**config.mk**
```make
export PLATFORM = sky130hd
export DESIGN_NAME = ka_split_issue_32bit
export DESIGN_NICKNAME = d
export VERILOG_FILES = /design/src/rtl/ka_pkg.sv /design/src/rtl/ka_term_collector.sv /design/src/rtl/ka_split_issue_32bit.sv
export SDC_FILE = /design/constraint.sdc
export NUM_CORES = 1
export LEC_CHECK = 0
export CAP_MARGIN = 10
export CELL_PAD_IN_SITES_DETAIL_PLACEMENT = 1
export CELL_PAD_IN_SITES_GLOBAL_PLACEMENT = 1
export CORE_ASPECT_RATIO = 0.7
export CORE_UTILIZATION = 44
export DETAILED_ROUTE_END_ITERATION = 8
export PLACE_DENSITY_LB_ADDON = 0.08
export REMOVE_ABC_BUFFERS = 1
export SLEW_MARGIN = 20
export SYNTH_ARGS = -nofsm -noshare
export SYNTH_HDL_FRONTEND = slang
export SYNTH_SLANG_ARGS = --single-unit
```
**constraint.sdc**
```tcl
create_clock -name clk -period 23.3 [get_ports clk]
set_clock_uncertainty 0.2 [all_clocks]
set_input_delay 6.99 -clock clk [delete_from_list [all_inputs] [get_ports clk]]
set_output_delay 6.99 -clock clk [all_outputs]
set_load 0.02 [all_outputs]
```
**src/rtl/ka_pkg.sv**
```systemverilog
// Shared constants and types for the sequential Karatsuba GF(2) multiplier front end.
package ka_pkg;

    localparam int KA_N = 32;
    localparam int KA_H = KA_N / 2;

    localparam int SLOT_LO  = 0;
    localparam int SLOT_MID = 1;
    localparam int SLOT_HI  = 2;

    typedef enum logic [1:0] {
        IDLE  = 2'd0,
        ISSUE = 2'd1,
        WAIT  = 2'd2,
        DONE  = 2'd3
    } ka_state_e;

endpackage

```
**src/rtl/ka_term_collector.sv**
```systemverilog
// Captures the three in-order sub-products and registers the corrected lo/mid/hi terms.
// With KA_MERGE_OUT_EN defined it also registers the merged (2N-1)-bit product.
module ka_term_collector
    import ka_pkg::*;
#(
    parameter int N = KA_N
) (
    input  logic         clk,
    input  logic         rst,
    input  logic         clr,
    input  logic         cap_en,
    input  logic         rsp_valid,
    input  logic [N-2:0] rsp_data,
    output logic         third_rsp,
    output logic [N-2:0] term_lo,
    output logic [N-2:0] term_mid,
    output logic [N-2:0] term_hi
`ifdef KA_MERGE_OUT_EN
    ,
    output logic [2*N-2:0] product_out
`endif
);

    logic [2:0][N-2:0] slot_q, slot_d;
    logic [1:0]        rsp_cnt_q, rsp_cnt_d;
    logic [N-2:0]      term_lo_q, term_lo_d;
    logic [N-2:0]      term_mid_q, term_mid_d;
    logic [N-2:0]      term_hi_q, term_hi_d;

    always_comb begin
        slot_d    = slot_q;
        rsp_cnt_d = rsp_cnt_q;
        third_rsp = cap_en && rsp_valid && (rsp_cnt_q == 2'(SLOT_HI));
        if (clr) begin
            rsp_cnt_d = '0;
        end else if (cap_en && rsp_valid && (rsp_cnt_q <= 2'(SLOT_HI))) begin
            slot_d[rsp_cnt_q] = rsp_data;
            rsp_cnt_d         = rsp_cnt_q + 2'd1;
        end
    end

    // The hi sub-product is always the last response, so it is taken straight off the bus.
    always_comb begin
        term_lo_d  = term_lo_q;
        term_mid_d = term_mid_q;
        term_hi_d  = term_hi_q;
        if (third_rsp) begin
            term_lo_d  = slot_q[SLOT_LO];
            term_hi_d  = rsp_data;
            term_mid_d = slot_q[SLOT_MID] ^ slot_q[SLOT_LO] ^ rsp_data;
        end
    end

    always_ff @(posedge clk or posedge rst) begin
        if (rst) begin
            slot_q     <= '0;
            rsp_cnt_q  <= '0;
            term_lo_q  <= '0;
            term_mid_q <= '0;
            term_hi_q  <= '0;
        end else begin
            slot_q     <= slot_d;
            rsp_cnt_q  <= rsp_cnt_d;
            term_lo_q  <= term_lo_d;
            term_mid_q <= term_mid_d;
            term_hi_q  <= term_hi_d;
        end
    end

    assign term_lo  = term_lo_q;
    assign term_mid = term_mid_q;
    assign term_hi  = term_hi_q;

`ifdef KA_MERGE_OUT_EN
    localparam int H = N / 2;

    logic [2*N-2:0] product_q, product_d;

    always_comb begin
        product_d = {{N{1'b0}}, term_lo_d}
                  ^ {{H{1'b0}}, term_mid_d, {H{1'b0}}}
                  ^ {term_hi_d, {N{1'b0}}};
    end

    always_ff @(posedge clk or posedge rst) begin
        if (rst) product_q <= '0;
        else     product_q <= product_d;
    end

    assign product_out = product_q;
`endif

endmodule

```
**src/rtl/ka_split_issue_32bit.sv**
```systemverilog
// Karatsuba front end: splits an operand pair, issues lo/mid/hi half multiplies, returns terms.
// Optional merged product output enabled by defining KA_MERGE_OUT_EN.
module ka_split_issue_32bit
    import ka_pkg::*;
#(
    parameter int N = KA_N
) (
    input  logic           clk,
    input  logic           rst,
    input  logic           in_valid,
    output logic           in_ready,
    input  logic [N-1:0]   a_in,
    input  logic [N-1:0]   b_in,
    output logic           sm_req_valid,
    input  logic           sm_req_ready,
    output logic [N/2-1:0] sm_op_a,
    output logic [N/2-1:0] sm_op_b,
    input  logic           sm_rsp_valid,
    input  logic [N-2:0]   sm_rsp_data,
    output logic           out_valid,
    input  logic           out_ready,
    output logic [N-2:0]   term_lo,
    output logic [N-2:0]   term_mid,
    output logic [N-2:0]   term_hi
`ifdef KA_MERGE_OUT_EN
    ,
    output logic [2*N-2:0] product_out
`endif
);

    localparam int H = N / 2;

    ka_state_e    state_q, state_d;
    logic [N-1:0] a_q, a_d, b_q, b_d;
    logic [1:0]   req_cnt_q, req_cnt_d;
    logic         accept, req_hs, cap_en, third_rsp;

    assign accept = in_valid && in_ready;
    assign req_hs = sm_req_valid && sm_req_ready;
    assign cap_en = (state_q == ISSUE) || (state_q == WAIT);

    always_ff @(posedge clk or posedge rst) begin
        if (rst) state_q <= IDLE;
        else     state_q <= state_d;
    end

    always_comb begin
        state_d = state_q;
        case (state_q)
            IDLE:  if (accept) state_d = ISSUE;
            ISSUE: if (req_hs && (req_cnt_q == 2'(SLOT_HI))) state_d = third_rsp ? DONE : WAIT;
            WAIT:  if (third_rsp) state_d = DONE;
            DONE:  if (out_ready) state_d = IDLE;
            default: state_d = IDLE;
        endcase
    end

    // in_ready is forced low while rst is held, not just after it is released.
    always_comb begin
        in_ready     = (state_q == IDLE) && !rst;
        sm_req_valid = (state_q == ISSUE);
        out_valid    = (state_q == DONE);
        sm_op_a      = '0;
        sm_op_b      = '0;
        if (sm_req_valid) begin
            case (req_cnt_q)
                2'(SLOT_LO): begin
                    sm_op_a = a_q[H-1:0];
                    sm_op_b = b_q[H-1:0];
                end
                2'(SLOT_MID): begin
                    sm_op_a = a_q[H-1:0] ^ a_q[N-1:H];
                    sm_op_b = b_q[H-1:0] ^ b_q[N-1:H];
                end
                default: begin
                    sm_op_a = a_q[N-1:H];
                    sm_op_b = b_q[N-1:H];
                end
            endcase
        end
    end

    always_comb begin
        a_d       = a_q;
        b_d       = b_q;
        req_cnt_d = req_cnt_q;
        if (accept) begin
            a_d       = a_in;
            b_d       = b_in;
            req_cnt_d = '0;
        end else if (req_hs) begin
            req_cnt_d = req_cnt_q + 2'd1;
        end
    end

    always_ff @(posedge clk or posedge rst) begin
        if (rst) begin
            a_q       <= '0;
            b_q       <= '0;
            req_cnt_q <= '0;
        end else begin
            a_q       <= a_d;
            b_q       <= b_d;
            req_cnt_q <= req_cnt_d;
        end
    end

    ka_term_collector #(.N(N)) u_collector (
        .clk       (clk),
        .rst       (rst),
        .clr       (accept),
        .cap_en    (cap_en),
        .rsp_valid (sm_rsp_valid),
        .rsp_data  (sm_rsp_data),
        .third_rsp (third_rsp),
        .term_lo   (term_lo),
        .term_mid  (term_mid),
        .term_hi   (term_hi)
`ifdef KA_MERGE_OUT_EN
        ,
        .product_out (product_out)
`endif
    );

`ifndef SYNTHESIS
    // A response with no outstanding request means the shared multiplier lost sync.
    a_no_stray_rsp: assert property (@(posedge clk) disable iff (rst) sm_rsp_valid |-> cap_en);
`endif

endmodule

```
== Word level (Yosys, flattened, before mapping) ==
Index checks and enable logic that the tools add are counted.

* Output and inout bits: 128
* Flip-flop bits (word level): 256
* Input bits: 101
* Word-level logic and storage cells: 64

* Equal/unequal tests: 10
* Reduce and logical (&&, ||, !) cells: 16
* Add/sub/neg operators: 2
* $lt $le $gt $ge: 3
* Bitwise logic cells: 5
* Multiplexer cells: 17

{| class="wikitable"
|+ Operators with widths
! cell !! count
|-
| $bwmux W93 || 1
|-
| $pmux W16 S2 || 2
|-
| $demux W31 S2 || 1
|-
| $xor A31 B31 Y31 || 2
|-
| $mux W16 || 2
|-
| $xor A16 B16 Y16 || 2
|-
| $mux W31 || 1
|-
| $mux W2 || 8
|-
| $eq A2 B2 Y1 const B || 4
|-
| $logic_and A1 B1 Y1 || 8
|-
| $pmux W2 S4 || 1
|-
| $add A2 B1 Y2 const B || 2
|-
| $eq A2 B1 Y1 const B || 2
|-
| $logic_not A2 Y1 || 2
|-
| $ne A2 B1 Y1 const B || 2
|-
| $ne A2 B2 Y1 const B || 2
|-
| $reduce_and A4 Y1 || 1
|-
| $reduce_bool A2 Y1 || 2
|-
| $lt A2 B3 Y1 const B || 1
|-
| $ge A2 B1 Y1 const B || 1
|-
| $le A2 B2 Y1 const B || 1
|-
| $reduce_and A2 Y1 || 1
|-
| $logic_not A1 Y1 || 1
|-
| $logic_or A1 B1 Y1 || 1
|-
| other kinds (2) || 2
|}

== Depth between registers and ports, before layout ==
Gate-level depths: netlist of the first run.

* Depth in word-level cells: 7
* Mapped depth: 8
* Gate-level depth less buffers: 6

== Hierarchy ==
A second synthesis of the first run with hierarchy kept.

* Cell total of the unflattened synthesis: 918
* Area, all modules: 10284.9 um^2

{| class="wikitable"
|+ By module, submodules not included
! module !! cells each !! times used !! seq. area each (um^2) !! area an instance (um^2)
|-
| ka_term_collector || 571 || 1 || 3928.8 || 6449.9
|-
| ka_split_issue_32bit || 347 || 1 || 1701.6 || 3834.9
|}

== Worst setup path after synthesis of the first run ==
No wires, ideal clock.

* Path type: input port to output port
* Start: input rst
* End: output in_ready
* Arrival time: 7.294 ns
* Cell stages on the path: 1
* Buffers on the path: 0
* Data required time: 16.110 ns
* Path slack: 8.816 ns
* Cells stage by stage: nor2b_1

* Cells in the longest elaborated chain, start to end: 2

{| class="wikitable"
|+ RTL lines
! item !! RTL line !! text
|-
| start: declaration || ka_split_issue_32bit.sv:9 || <nowiki>input logic rst,</nowiki>
|-
| $logic_not A1 Y1 (no line) || - ||
|-
| $logic_and A1 B1 Y1 || ka_split_issue_32bit.sv:60 || <nowiki>in_ready = (state_q == IDLE) && !rst;</nowiki>
|-
| end: declaration || ka_split_issue_32bit.sv:11 || <nowiki>output logic in_ready,</nowiki>
|}

Every way passes these cells.

== Final worst setup path of the first run ==
Ends and elaborated chain as after synthesis.

==> results of run 1 <==
[through the flow]
step | cell area [µm²] | utilization [%]
after detailed placement | 12800 | 56.1
after global routing | 13600 | 59.6
final | 13600 | 59.6
after global placement | 12800 | 56.1
after floorplan | 10100 | -
after CTS | 13600 | 59.6
[worst paths after layout]
path	from	end	slack [ns]	depth (start not counted)
max in group asynchronous	rst	a_q[0]$_DFFE_PP0P_	14.78	3
setup / recovery	rst	in_ready	7.79	3
setup reg to reg	state_q[0]$_DFFE_PP0P_	state_q[1]$_DFFE_PP0P_	20.12	7
hold reg to reg	u_collector.term_mid[6]$_DFFE_PP0P_	u_collector.term_mid[6]$_DFFE_PP0P_	0.28	2
hold / removal	u_collector.term_mid[6]$_DFFE_PP0P_	u_collector.term_mid[6]$_DFFE_PP0P_	0.28	2
min in group asynchronous	rst	u_collector.term_mid[7]$_DFFE_PP0P_	6.84	2
[final cells by class]
cell class | count | area, µm²
Inverter | 8 | 42.5
Sequential cell | 225 | 5630
Multi-Input combinational cell | 512 | 4440
Fill cell | 2320 | 9230
Tap cell | 312 | 390
Clock inverter | 8 | 90.1
Clock buffer | 32 | 692
Timing Repair Buffer | 234 | 2330
[kinds of logic (layout without fill, tap and decap cells)]
group,after synthesis,after routing,synth area share (%)
DFF,225,225,54.5
muxes,190,190,22.9
and+or+nand+nor,147,147,8.19
AOI/OAI and AO/OA,99,99,4.88
xor gates and xnor gates,64,64,5.43
buffers and inverters,53,282,2.66
adders and majority gates,12,12,1.45
[synth_stat cells]
cell | n | area share [%]
nand2_1 | 36 | 1.3
nand3b_1 | 1 | 0.073
clkbuf_1 | 19 | 0.69
o2bb2ai_1 | 1 | 0.085
and3b_1 | 1 | 0.085
mux2i_1 | 1 | 0.097
nand4_1 | 1 | 0.061
ha_1 | 12 | 1.5
nor3b_1 | 32 | 2.3
or2_2 | 32 | 1.9
dfrtp_1 | 225 | 55
nor2b_1 | 1 | 0.061
inv_1 | 8 | 0.29
a222oi_1 | 1 | 0.097
buf_1 | 5 | 0.18
xnor2_1 | 33 | 2.8
buf_6 | 8 | 0.87
mux2_2 | 129 | 14
nor2_8 | 1 | 0.19
nand2b_1 | 2 | 0.12
nand2_4 | 2 | 0.22
nand3_1 | 35 | 1.7
a21oi_1 | 66 | 3.2
xor2_1 | 31 | 2.6
buf_2 | 13 | 0.63
nor2_1 | 3 | 0.11
o21ai_0 | 31 | 1.5
mux2_4 | 60 | 8.7
[flip-flops by register name, summed over array words and instances, names as in the netlist]
name	cells
a_q	32
b_q	32
req_cnt_q	2
state_q	2
u_collector.rsp_cnt_q	2
u_collector.slot_q	62
u_collector.term_hi	31
u_collector.term_lo	31
u_collector.term_mid	31
[power breakdown]
| group | total (mW) | switching (mW) | internal (mW) |
|---|---|---|---|
| sequential | 0.727 | 0.141 | 0.586 |
| clock | 0.380 | 0.152 | 0.229 |
| combinational | 0.964 | 0.444 | 0.520 |
| total | 2.07 | 0.736 | 1.33 |
[critical path: cells and delay by family]
kind / cells / cell delay [ns]
buf+inv: 2 / 1.16
simple gates: 1 / 0.17
[layer usage]
metal	wire, µm	global-route usage (%)	vias to the layer above
met1	11200	28.1	3463
met2	11600	33.7	137
li1	-	-	3173
met3	1180	4.24	27
met5	0	0	-
met4	444	4.42	0
[layout by cell type, fill, tap and decap left out, types with 3 or more instances in the layout]
cell type          n
xnor2_1           33
mux2_4            60
inv_1              7
a21oi_1           66
nor3b_1           32
buf_4              5
o21ai_0           31
clkinv_2           6
mux2_2           129
nand3_1           34
nor2_1             3
nand2_1           36
ha_1              11
clkbuf_16         25
clkbuf_8           4
dfrtp_1          225
or2_2             32
xor2_1            31
clkbuf_1           3
clkdlybuf4s50_1  228
==> results.py, run 1 <==
metrics = {
    "run_status": {
        "outcome": "completed",
    },
    "logic_synthesis": {
        "ys_types": 28,
        "synth_area_per_cell_um2": 13.1,
        "yosysSeqAreaShare_pct": 54.5,
        "synth_area_mm2": 0.0103,
        "synthCells": 790,
        "ys_warn_count": 0,
        "ys_seq_elements": 225,
    },
    "sta": {
        "fin_ws_ns": 7.79,
        "slew_violations": 0,
        "fmax_mhz": 64.5,
        "fin_hold_ws_ns": 0.282,
        "finalSetupViolations": 0,
        "fin_crit_ns": 15.51,
        "final-hold-violation-count": 0,
        "worst_slew_pin_slew_ns": 0.975,
        "rsz0062_at_grt": "false",
        "min_period_over_period_pct": 66.6,
        "setup_tns_ns": 0,
        "slew_headroom_pct": 35.0,
    },
    "hold_path": {
        "hold_class": "flip-flop to flip-flop",
    },
    "layout": {
        "nNetsFinal": 1118,
        "stdcell_count": 1331,
        "areaGrowthSynthToFinish_pct": 31.8,
        "diodes": 0,
        "final_layout_size_suffix_gt1_share_pct": 26.7,
    },
    "cts": {
        "root_buffer": "clkbuf_16",
        "insertion_delay_ns": 0.50,
        "htreeDepth": 1,
        "cts_hold_buf": 0,
        "cts.sinks": 225,
        "cts_setup_buffers": 0,
        "clock_path_buffers": 3,
        "cts_buffers": 24,
        "cts_tree": "done",
        "post_cts_resized": 0,
        "clkSlewWorstSetupHoldPaths_ns": 0.06,
    },
    "critical_path": {
        "path_class": "input pin to output port",
        "crit_fanout": 4,
        "cpMaxStageDelayCell": "clkdlybuf4s50_1",
        "crit_chain": "clkdlybuf4s50_1 -> nor2b_1 -> clkdlybuf4s50_1",
        "crit_path_max_incr_delay_ns": 0.61,
        "endpoint_kind": "output port",
        "required_ns": 16.11,
        "cp-start-kind": "input pin",
        "worstPathArrival_ns": 8.32,
        "crit_top_cell": "clkdlybuf4s50_1",
    },
    "detailed_routing": {
        "drtIter0Drc": 232,
        "vias": 6800,
        "vias_per_cell": 5.11,
        "postRouteAntennaNets": 0,
        "dr.pass1.iters": 4,
        "drcViolationCount": 0,
        "wl_per_cell_um": 18.3,
        "wl_um": 24400,
    },
    "global_routing": {
        "grt_max_degree": 144,
        "grt_pass1_wl_um": 39100,
        "antenna_found_initial": 0,
        "globalRoute.totalOverflow": 0,
        "grt_pass1_vias": 7189,
        "grt_use_total_pct": 20.5,
    },
    "job": {
        "drv_cap": 0,
    },
    "die": {
        "die_h_um": 130,
        "rows": 46,
        "ios": 229,
        "design.core.area_mm2": 0.0228,
        "die-area_mm2": 0.0241,
        "start_util_pct": 45.2,
        "die_w_um": 185,
    },
    "power_and_ir_drop": {
        "leakagePower_nw": 5.95,
        "vdd_drop_max_mv": 0.0655,
        "cellPowerDensity_mw_per_mm2": 152,
        "power_mw": 2.07,
    },
    "place": {
        "gp_congestion": 0.715,
        "hpwl_um": 15600,
        "portBuffers": 228,
        "dp_slack_ns": 7.81,
        "dp.cells": 1291,
    },
}
(Power assumes the default switching activity.)
==> inputs of run 2 (changes only) <==
- CORE_UTILIZATION: 44 -> 37
- clock period: 23.3 -> 12.7 ns (I/O delays scaled with it)
==> results.py, run 2 (synthesis gave the netlist of run 1 again) <==
metrics = {
    "run_status": {
        "outcome": "completed",
    },
    "critical_path": {
        "path_class": "input pin to output port",
        "required_ns": 8.69,
        "crit_fanout": 4,
        "r2r_start": "state_q[0]$_DFFE_PP0P_",
        "reg2reg_depth": 7,
        "endpoint_kind": "output port",
        "r2r_slack_ns": 9.56,
        "worstPathArrival_ns": 5.11,
        "r2r-end": "state_q[1]$_DFFE_PP0P_",
        "cp-start-kind": "input pin",
    },
    "power_and_ir_drop": {
        "vdd_drop_max_mv": 0.104,
        "cellPowerDensity_mw_per_mm2": 279,
        "leakagePower_nw": 5.98,
    },
    "cts": {
        "htreeDepth": 1,
        "cts_hold_buf": 0,
        "post_cts_resized": 0,
        "clock_path_buffers": 3,
        "cts_tree": "done",
        "insertion_delay_ns": 0.51,
        "cts_buffers": 25,
        "clkSlewWorstSetupHoldPaths_ns": 0.06,
        "cts_setup_buffers": 0,
        "root_buffer": "clkbuf_16",
        "cts.sinks": 225,
    },
    "sta": {
        "slew_violations": 0,
        "finalSetupViolations": 0,
        "fin_crit_ns": 9.12,
        "fin_hold_ws_ns": 0.277,
        "min_period_over_period_pct": 71.8,
        "fin_ws_ns": 3.58,
        "rsz0062_at_grt": "false",
        "setup_tns_ns": 0,
        "final-hold-violation-count": 0,
        "worst_slew_pin_slew_ns": 0.942,
        "slew_headroom_pct": 37.2,
        "fmax_mhz": 110,
    },
    "detailed_routing": {
        "drcViolationCount": 0,
        "wl_per_cell_um": 17.8,
        "wl_um": 24700,
        "postRouteAntennaNets": 0,
        "vias": 6695,
        "dr.pass1.iters": 4,
        "drtIter0Drc": 196,
        "vias_per_cell": 4.82,
    },
    "hold_path": {
        "worstHoldPathCells": 2,
        "hold_path_end": "u_collector.term_mid[20]$_DFFE_PP0P_",
        "hold_start": "u_collector.term_mid[20]$_DFFE_PP0P_",
        "hold_class": "flip-flop to flip-flop",
    },
    "place": {
        "gp_congestion": 0.698,
        "dp_slack_ns": 3.59,
        "dp.cells": 1343,
        "hpwl_um": 15700,
        "portBuffers": 228,
    },
    "layout": {
        "final_layout_size_suffix_gt1_share_pct": 27.4,
        "final_cell_mix": "228 x clkdlybuf4s50_1, 225 x dfrtp_1, 129 x mux2_2",
        "areaGrowthSynthToFinish_pct": 33.2,
        "stdcell_count": 1388,
        "largest_register": "u_collector.slot_q",
        "nNetsFinal": 1119,
        "largest_registers": "u_collector.slot_q: 62 flops, a_q: 32 flops, b_q: 32 flops",
        "diodes": 0,
        "largest_register_ffs": 62,
        "final_common_cell": "clkdlybuf4s50_1",
    },
    "die": {
        "die_h_um": 142,
        "die_w_um": 202,
        "ios": 229,
        "die-area_mm2": 0.0286,
        "rows": 50,
        "start_util_pct": 38.1,
        "design.core.area_mm2": 0.0271,
    },
    "job": {
        "drv_cap": 0,
    },
    "global_routing": {
        "grt_pass1_vias": 7147,
        "grt_max_degree": 91,
        "antenna_found_initial": 0,
        "grt_use_total_pct": 17.5,
        "grt_pass1_wl_um": 39900,
        "globalRoute.totalOverflow": 0,
    },
}
-- run 2: changes by cell type in the layout (fill, tap and decap cells not counted), sizes merged --
cell / change
clkbuf: -1
clkinv: +2
inv: +1
clkinvlp: +2
bufinv: +1
-- run 2: per-layer routing --
layer / GRT usage [%] / wire, µm / vias to the layer above
li1: - / - / 3173
met1: 24.8 / 11900 / 3372
met2: 27.6 / 11400 / 121
met3: 3.61 / 1040 / 29
met4: 3.75 / 428 / 0
met5: 0 / 0 / -
-- run 2: stage by stage --
step                      total power [mW]  instance area [µm²]  utilization, %
after floorplan                       2.46                10100               -
after global placement                3.07                12900            47.6
after detailed placement              3.12                12900            47.6
after CTS                             3.90                13800            50.8
after global routing                  4.10                13800            50.8
final                                 3.84                13800            50.8
-- run 2: layout make-up --
| class | instances | area (µm²) |
|---|---|---|
| clock inverter | 14 | 150 |
| tap | 364 | 455 |
| sequential | 225 | 5630 |
| fill | 2752 | 13300 |
| multi-input combinational | 512 | 4450 |
| inverter | 8 | 37.5 |
| timing repair buffer | 234 | 2330 |
| clock buffer | 31 | 708 |
-- run 2: how the worst max path moves through the flow --
stage | startpoint | to | slack (ns) | depth (start not counted)
floorplan | rst | a_q[0]$_DFFE_PP0P_ | 2.53 | 1
global placement | rst | in_ready | 3.57 | 3
detailed placement | rst | in_ready | 3.59 | 3
CTS | rst | in_ready | 3.57 | 3
global route | rst | in_ready | 3.53 | 3
finish | rst | in_ready | 3.58 | 3
-- run 2: critical path, stage by stage --
cell and delay, ns:
clkdlybuf4s50_1 0.53, nor2b_1 0.16, clkdlybuf4s50_1 0.61
-- run 2: where the power goes --
group          leakage, nW  switching [mW]  internal, mW  total [mW]
sequential            2.73           0.249          1.07        1.32
clock                0.429           0.301         0.455       0.756
combinational         2.82           0.802         0.955        1.76
total                 5.98            1.35          2.48        3.84
